[config.mk]
export PLATFORM = sky130hd
export DESIGN_NAME = mrd_rdx3_stream
export DESIGN_NICKNAME = d
export VERILOG_FILES = /design/src/rtl/mrd_rdx3_stream.sv
export SDC_FILE = /design/constraint.sdc
export NUM_CORES = 2
export LEC_CHECK = 0
export CORE_MARGIN = 2
export CORE_UTILIZATION = 40
export CTS_BUF_LIST = sky130_fd_sc_hd__clkbuf_4
export DETAILED_ROUTE_END_ITERATION = 12
export GPL_TIMING_DRIVEN = 0
export PLACE_DENSITY_LB_ADDON = 0.1
export SYNTH_ARGS = -nofsm -noshare
export SYNTH_HDL_FRONTEND = slang
export SYNTH_SLANG_ARGS = --single-unit
[constraint.sdc]
create_clock -name clk -period 31.9 [get_ports clk]
set_clock_uncertainty 0.05 [all_clocks]
set_input_delay 4.785 -clock clk [delete_from_list [all_inputs] [get_ports clk]]
set_output_delay 4.785 -clock clk [all_outputs]
set_load 0.01 [all_outputs]
[src/rtl/mrd_rdx3_stream.sv]
// Radix-3 DFT butterfly: three-stage valid/ready pipeline with per-set inverse mode,
// rounded output right-shift, saturate or wrap, and a sticky overflow flag.
module mrd_rdx3_stream #(
  parameter int unsigned DW  = 16,
  parameter int unsigned CW  = 16,
  parameter bit          SAT = 1'b1
) (
  input  logic            clk,
  input  logic            rst,
  input  logic            in_valid,
  output logic            in_ready,
  input  logic            in_inv,
  input  logic [1:0]      in_sh,
  input  logic [3*DW-1:0] din_real,
  input  logic [3*DW-1:0] din_imag,
  output logic            out_valid,
  input  logic            out_ready,
  output logic [3*DW-1:0] dout_real,
  output logic [3*DW-1:0] dout_imag,
  output logic            ovf,
  input  logic            ovf_clr
);

  localparam int unsigned W1 = DW + 1;
  localparam int unsigned W2 = DW + 2;
  localparam int unsigned W3 = DW + 3;
  localparam int unsigned W4 = DW + 4;
  localparam int unsigned WP = DW + CW + 2;

  // K = round(sin(pi/3) * 2^(CW-1)) = round(sqrt(3 * 2^(2CW-4))), by integer square root.
  function automatic logic [63:0] calc_k(input int unsigned cw);
    logic [63:0] n;
    logic [63:0] r;
    logic [63:0] t;
    n = 64'd3 << (2 * cw - 4);
    r = '0;
    for (int b = 31; b >= 0; b--) begin
      t = r | (64'd1 << b);
      if (t * t <= n) r = t;
    end
    if (n - r * r > r) r = r + 64'd1;
    return r;
  endfunction

  localparam logic [63:0]          KU   = calc_k(CW);
  localparam logic signed [WP-1:0] K    = $signed(WP'(KU));
  localparam logic signed [WP-1:0] RND  = $signed(WP'(64'd1 << (CW - 2)));
  localparam logic signed [W4-1:0] MAXV = $signed({5'b00000, {(DW-1){1'b1}}});
  localparam logic signed [W4-1:0] MINV = $signed({5'b11111, {(DW-1){1'b0}}});

  logic                 w_en;
  logic signed [DW-1:0] w_x_re [3];
  logic signed [DW-1:0] w_x_im [3];

  logic                 r1_valid, r1_inv;
  logic [1:0]           r1_sh;
  logic signed [W1-1:0] r1_s_re, r1_s_im, r1_d_re, r1_d_im;
  logic signed [DW-1:0] r1_a_re, r1_a_im;

  logic                 r2_valid, r2_inv;
  logic [1:0]           r2_sh;
  logic signed [W2-1:0] r2_y0_re, r2_y0_im, r2_m_re, r2_m_im;
  logic signed [W1-1:0] r2_r_re, r2_r_im;

  logic                 r_out_valid, r_ovf;
  logic [3*DW-1:0]      r_dout_real, r_dout_imag;

  logic signed [W1-1:0] w_h_re, w_h_im, w_r_re, w_r_im;
  logic signed [WP-1:0] w_p_re, w_p_im;
  logic signed [W3-1:0] w_a_re, w_a_im, w_b_re, w_b_im;
  logic signed [W3-1:0] w_v [6];
  logic signed [W4-1:0] w_rnd;
  logic signed [W4-1:0] w_t [6];
  logic [DW-1:0]        w_o [6];
  logic                 w_of_any;

  assign w_en      = !r_out_valid || out_ready;
  assign in_ready  = w_en;
  assign out_valid = r_out_valid;
  assign dout_real = r_dout_real;
  assign dout_imag = r_dout_imag;
  assign ovf       = r_ovf;

  always_comb begin
    for (int i = 0; i < 3; i++) begin
      w_x_re[i] = din_real[i*DW +: DW];
      w_x_im[i] = din_imag[i*DW +: DW];
    end
  end

  // Stage 2 combinational: floor half of s, and d*K rounded half-up back to W1 bits.
  assign w_h_re = r1_s_re >>> 1;
  assign w_h_im = r1_s_im >>> 1;
  assign w_p_re = WP'(r1_d_re) * K + RND;
  assign w_p_im = WP'(r1_d_im) * K + RND;
  assign w_r_re = W1'(w_p_re >>> (CW - 1));
  assign w_r_im = W1'(w_p_im >>> (CW - 1));

  // Lanes 0..2 are real X0..X2, lanes 3..5 imaginary; inverse swaps X1 and X2.
  always_comb begin
    w_a_re = W3'(r2_m_re) + W3'(r2_r_im);
    w_a_im = W3'(r2_m_im) - W3'(r2_r_re);
    w_b_re = W3'(r2_m_re) - W3'(r2_r_im);
    w_b_im = W3'(r2_m_im) + W3'(r2_r_re);
    w_v[0] = W3'(r2_y0_re);
    w_v[3] = W3'(r2_y0_im);
    w_v[1] = r2_inv ? w_b_re : w_a_re;
    w_v[4] = r2_inv ? w_b_im : w_a_im;
    w_v[2] = r2_inv ? w_a_re : w_b_re;
    w_v[5] = r2_inv ? w_a_im : w_b_im;
  end

  always_comb begin
    case (r2_sh)
      2'd1:    w_rnd = W4'(1);
      2'd2:    w_rnd = W4'(2);
      2'd3:    w_rnd = W4'(4);
      default: w_rnd = '0;
    endcase
    w_of_any = 1'b0;
    for (int i = 0; i < 6; i++) begin
      w_t[i] = (W4'(w_v[i]) + w_rnd) >>> r2_sh;
      w_o[i] = w_t[i][DW-1:0];
      if (w_t[i] > MAXV) begin
        w_of_any = 1'b1;
        if (SAT) w_o[i] = MAXV[DW-1:0];
      end else if (w_t[i] < MINV) begin
        w_of_any = 1'b1;
        if (SAT) w_o[i] = MINV[DW-1:0];
      end
    end
  end

  always_ff @(posedge clk or posedge rst) begin
    if (rst) begin
      r1_valid    <= 1'b0;
      r1_inv      <= 1'b0;
      r1_sh       <= '0;
      r1_s_re     <= '0;
      r1_s_im     <= '0;
      r1_d_re     <= '0;
      r1_d_im     <= '0;
      r1_a_re     <= '0;
      r1_a_im     <= '0;
      r2_valid    <= 1'b0;
      r2_inv      <= 1'b0;
      r2_sh       <= '0;
      r2_y0_re    <= '0;
      r2_y0_im    <= '0;
      r2_m_re     <= '0;
      r2_m_im     <= '0;
      r2_r_re     <= '0;
      r2_r_im     <= '0;
      r_out_valid <= 1'b0;
      r_dout_real <= '0;
      r_dout_imag <= '0;
      r_ovf       <= 1'b0;
    end else begin
      if (w_en) begin
        r1_valid <= in_valid;
        if (in_valid) begin
          r1_inv  <= in_inv;
          r1_sh   <= in_sh;
          r1_s_re <= W1'(w_x_re[1]) + W1'(w_x_re[2]);
          r1_s_im <= W1'(w_x_im[1]) + W1'(w_x_im[2]);
          r1_d_re <= W1'(w_x_re[1]) - W1'(w_x_re[2]);
          r1_d_im <= W1'(w_x_im[1]) - W1'(w_x_im[2]);
          r1_a_re <= w_x_re[0];
          r1_a_im <= w_x_im[0];
        end
        r2_valid <= r1_valid;
        if (r1_valid) begin
          r2_inv   <= r1_inv;
          r2_sh    <= r1_sh;
          r2_y0_re <= W2'(r1_a_re) + W2'(r1_s_re);
          r2_y0_im <= W2'(r1_a_im) + W2'(r1_s_im);
          r2_m_re  <= W2'(r1_a_re) - W2'(w_h_re);
          r2_m_im  <= W2'(r1_a_im) - W2'(w_h_im);
          r2_r_re  <= w_r_re;
          r2_r_im  <= w_r_im;
        end
        r_out_valid <= r2_valid;
        if (r2_valid) begin
          r_dout_real <= {w_o[2], w_o[1], w_o[0]};
          r_dout_imag <= {w_o[5], w_o[4], w_o[3]};
        end
      end
      // A new overflow beats a simultaneous clear.
      if (w_en && r2_valid && w_of_any) r_ovf <= 1'b1;
      else if (ovf_clr)                 r_ovf <= 1'b0;
    end
  end

endmodule

==> impl_metrics.toml <==
[status]
outcome = "complete, no violations"

[floorplan]
die_w_um = 314
coreArea_mm2 = 0.0952
floorplan.initialDensity = 0.404
io_pins = 203
die-height_um = 314
rows = 113
dieArea_mm2 = 0.0987

[cts]
cts_buffers = 92
hold_buffers = 0
post_cts_buffers = 0
cts.clk_slew.worst_paths_ns = 0.05
cts_buffer_depth = 3
cts_tree = "built"
clk_latency_ns = 0.93
cts_resized = 0
clockRootBuffer = "clkbuf_4"
clkSinkCount = 308
cts_max_level = 3

[worst_setup_path]
path_delay_family = "buffers and inverters"
worst-setup-path-type = "in -> out"
cpPeakStageDelay_ns = 0.66
crit_buf_inv = 3
cp-end-kind = "output port"
critPathLaunchType = "primary input"
critPathArrivalTime_ns = 6.58
critical_path_required_ns = 27.07
cp_cell_sequence = "clkdlybuf4s50_1 > nand2b_1 > clkbuf_1 > clkdlybuf4s50_1"
path_depth = 4
crit_fanout = 10
cpMostUsedCell = "clkdlybuf4s50_1"
critPathSlowestCell = "clkdlybuf4s50_1"
rr_worst_depth = 20

[global_routing]
first_global_vias = 33700
grt_usage = 0.267
grt_max_degree = 114
grt.met1_usage = 0.359
grt_pass1_wl_um = 203000
antenna_found_initial = 3
grt_use_met2 = 0.443
busiest_layer = "met2"
gr-usage-met3 = 0.0267
gr-total-overflow = 0

[synth]
ys_ff_latch = 308
ys.flop_type = "dfrtp_1"
ys_seq_area_frac = 0.200
syn-num-nets = 5427
syn-mean-instance-area_um2 = 8.31
synthCells = 4631
synth-edff-count = 0
async_flop_share = 1.00
ys_warn_count = 0
synthesis.area_mm2 = 0.0385
ys_types = 110

[timing]
whs_ns = 0.423
rsz0062_at_grt = "no"
slew_violations = 0
maxSlewHeadroom = 0.142
max_freq_mhz = 87.6
fin_ws_ns = 20.49
finalSetupViolations = 0
period_minus_slack_ns = 11.41
finalCritPeriodShare = 0.358
tns_ns = 0
worst_slew_pin_slew_ns = 1.29
finalHoldViolations = 0

[detailed_routing]
first_pass_iters = 8
ant_nets = 0
wl_per_cell_um = 21.1
drc = 0
vias = 34000
routed_via_density = 5.43
routed_wl_um = 132000
drt_iter0_drc = 2418

[job]
cap_violations = 0

[hold_path]
min_path_cells = 2
min_path_type = "reg -> reg"

[placed_design]
gp_congestion = 0.972
post-place-ws_ns = 20.48
hpwlAfterDp_um = 111000
port_buffers = 202

[layout]
finalNetCount = 5726
drive_gt1_frac = 0.0546
area_growth_pct = 12.6
## worst paths after layout
path                                           start                         to  slack (ns)
setup / recovery                           out_ready                   in_ready       20.49
hold / removal             dout_imag[31]$_DFFE_PP0P_  dout_imag[31]$_DFFE_PP0P_        0.42
setup reg to reg                r2_sh[0]$_DFFE_PP0P_            ovf$_DFFE_PP0P_       23.82
hold reg to reg            dout_imag[31]$_DFFE_PP0P_  dout_imag[31]$_DFFE_PP0P_        0.42
max in group asynchronous                        rst     r1_d_im[9]$_DFFE_PP0P_       26.38
min in group asynchronous                        rst  dout_real[21]$_DFFE_PP0P_        4.20
## cell usage after synthesis, drive strengths merged (11+ instances only)
master / number / area share
o22a: 20 / 0.0046
nand2: 512 / 0.050
nand3: 74 / 0.0098
nand2b: 44 / 0.0074
a221oi: 11 / 0.0028
dfrtp: 308 / 0.20
buf: 63 / 0.0076
a21oi: 285 / 0.037
nand4: 23 / 0.0037
and2: 26 / 0.0043
xor2: 75 / 0.017
a21boi: 12 / 0.0023
mux2i: 63 / 0.016
o2111ai: 16 / 0.0040
or4: 12 / 0.0024
clkbuf: 144 / 0.014
mux2: 17 / 0.0050
a211oi: 70 / 0.015
a211o: 17 / 0.0039
a31oi: 71 / 0.012
o21ai: 357 / 0.047
inv: 595 / 0.058
o31ai: 43 / 0.0084
o21a: 32 / 0.0062
or3: 30 / 0.0049
nor3b: 11 / 0.0023
fa: 274 / 0.14
nor3: 79 / 0.010
nor4: 17 / 0.0034
o211ai: 48 / 0.0095
o21bai: 34 / 0.0066
a311oi: 11 / 0.0025
a21o: 65 / 0.013
ha: 418 / 0.14
nor2: 287 / 0.028
nor2b: 40 / 0.0065
and3: 46 / 0.0075
or2: 23 / 0.0037
o22ai: 19 / 0.0031
xnor2: 185 / 0.043
## area by class of cell
class | instances | area (um^2)
Antenna cell | 2 | 5.00
Clock buffer | 129 | 968
Inverter | 596 | 2240
Buffer | 207 | 833
Timing Repair Buffer | 205 | 2100
Fill cell | 9714 | 51900
Clock inverter | 31 | 168
Multi-Input combinational cell | 3520 | 27700
Tap cell | 1265 | 1580
Sequential cell | 308 | 7710
## state kept, by name, summed over array words and instances (netlist names), 18 cells and up
register	flops
r2_y0_re	18
r2_y0_im	18
dout_real	48
dout_imag	48
## tightest hold or removal path: cells and delay by family, from the launching register on
kind          cells  cell delay (ns)
flops             1             0.34
simple gates      2             0.10
## through the flow
| step | util | std cells | area, um^2 |
|---|---|---|---|
| after global routing | 0.455 | 6262 | 43300 |
| final | 0.455 | 6263 | 43300 |
| after CTS | 0.455 | 6261 | 43300 |
| after global placement | 0.442 | 6098 | 42100 |
| after detailed placement | 0.443 | 6101 | 42200 |
| after floorplan | - | 4631 | 38500 |
## cell families (layout without fill, tap and decap cells)
family / Yosys count / count (layout) / synth area share
mux: 81 / 81 / 0.0220
other cells: 0 / 2 / 0
buf+inv: 803 / 1168 / 0.0798
simple gates: 1264 / 1264 / 0.154
flops: 308 / 308 / 0.200
xor+xnor: 260 / 260 / 0.0597
fa+ha+maj: 694 / 694 / 0.279
compound gates: 1221 / 1221 / 0.205
## cells in the final DEF (no fill, tap or decap), types with 23 or more instances in the layout
cell type	Yosys	layout
inv_1	590	589
nand2_1	512	512
ha_1	418	418
o21ai_0	330	330
dfrtp_1	308	307
nor2_1	287	287
a21oi_1	284	284
fa_1	274	274
clkdlybuf4s50_1	0	202
xnor2_1	184	184
clkbuf_1	143	143
clkbuf_4	0	129
nor3_1	78	78
xor2_1	75	75
nand3_1	73	73
a31oi_1	71	71
a21o_1	65	65
a211oi_1	63	63
mux2i_1	63	63
o211ai_1	47	47
and3_1	46	46
o31ai_1	43	43
nand2b_1	43	43
nor2b_1	40	40
o21bai_1	34	34
buf_1	32	32
o21a_1	32	32
or3_1	30	30
buf_2	26	26
and2_1	25	25
o21ai_1	25	25
nand4_1	23	23
## metal layers
| layer | vias up | part of all wire |
|---|---|---|
| met1 | 16300 | 0.45 |
| met2 | 923 | 0.47 |
| li1 | 16600 | - |
| met5 | - | 0.000098 |
| met4 | 2 | 0.038 |
| met3 | 220 | 0.042 |
Power is left out: the tool's default activity adds up to more than one toggle a clock period on the data nets, which glitch-free logic cannot reach.
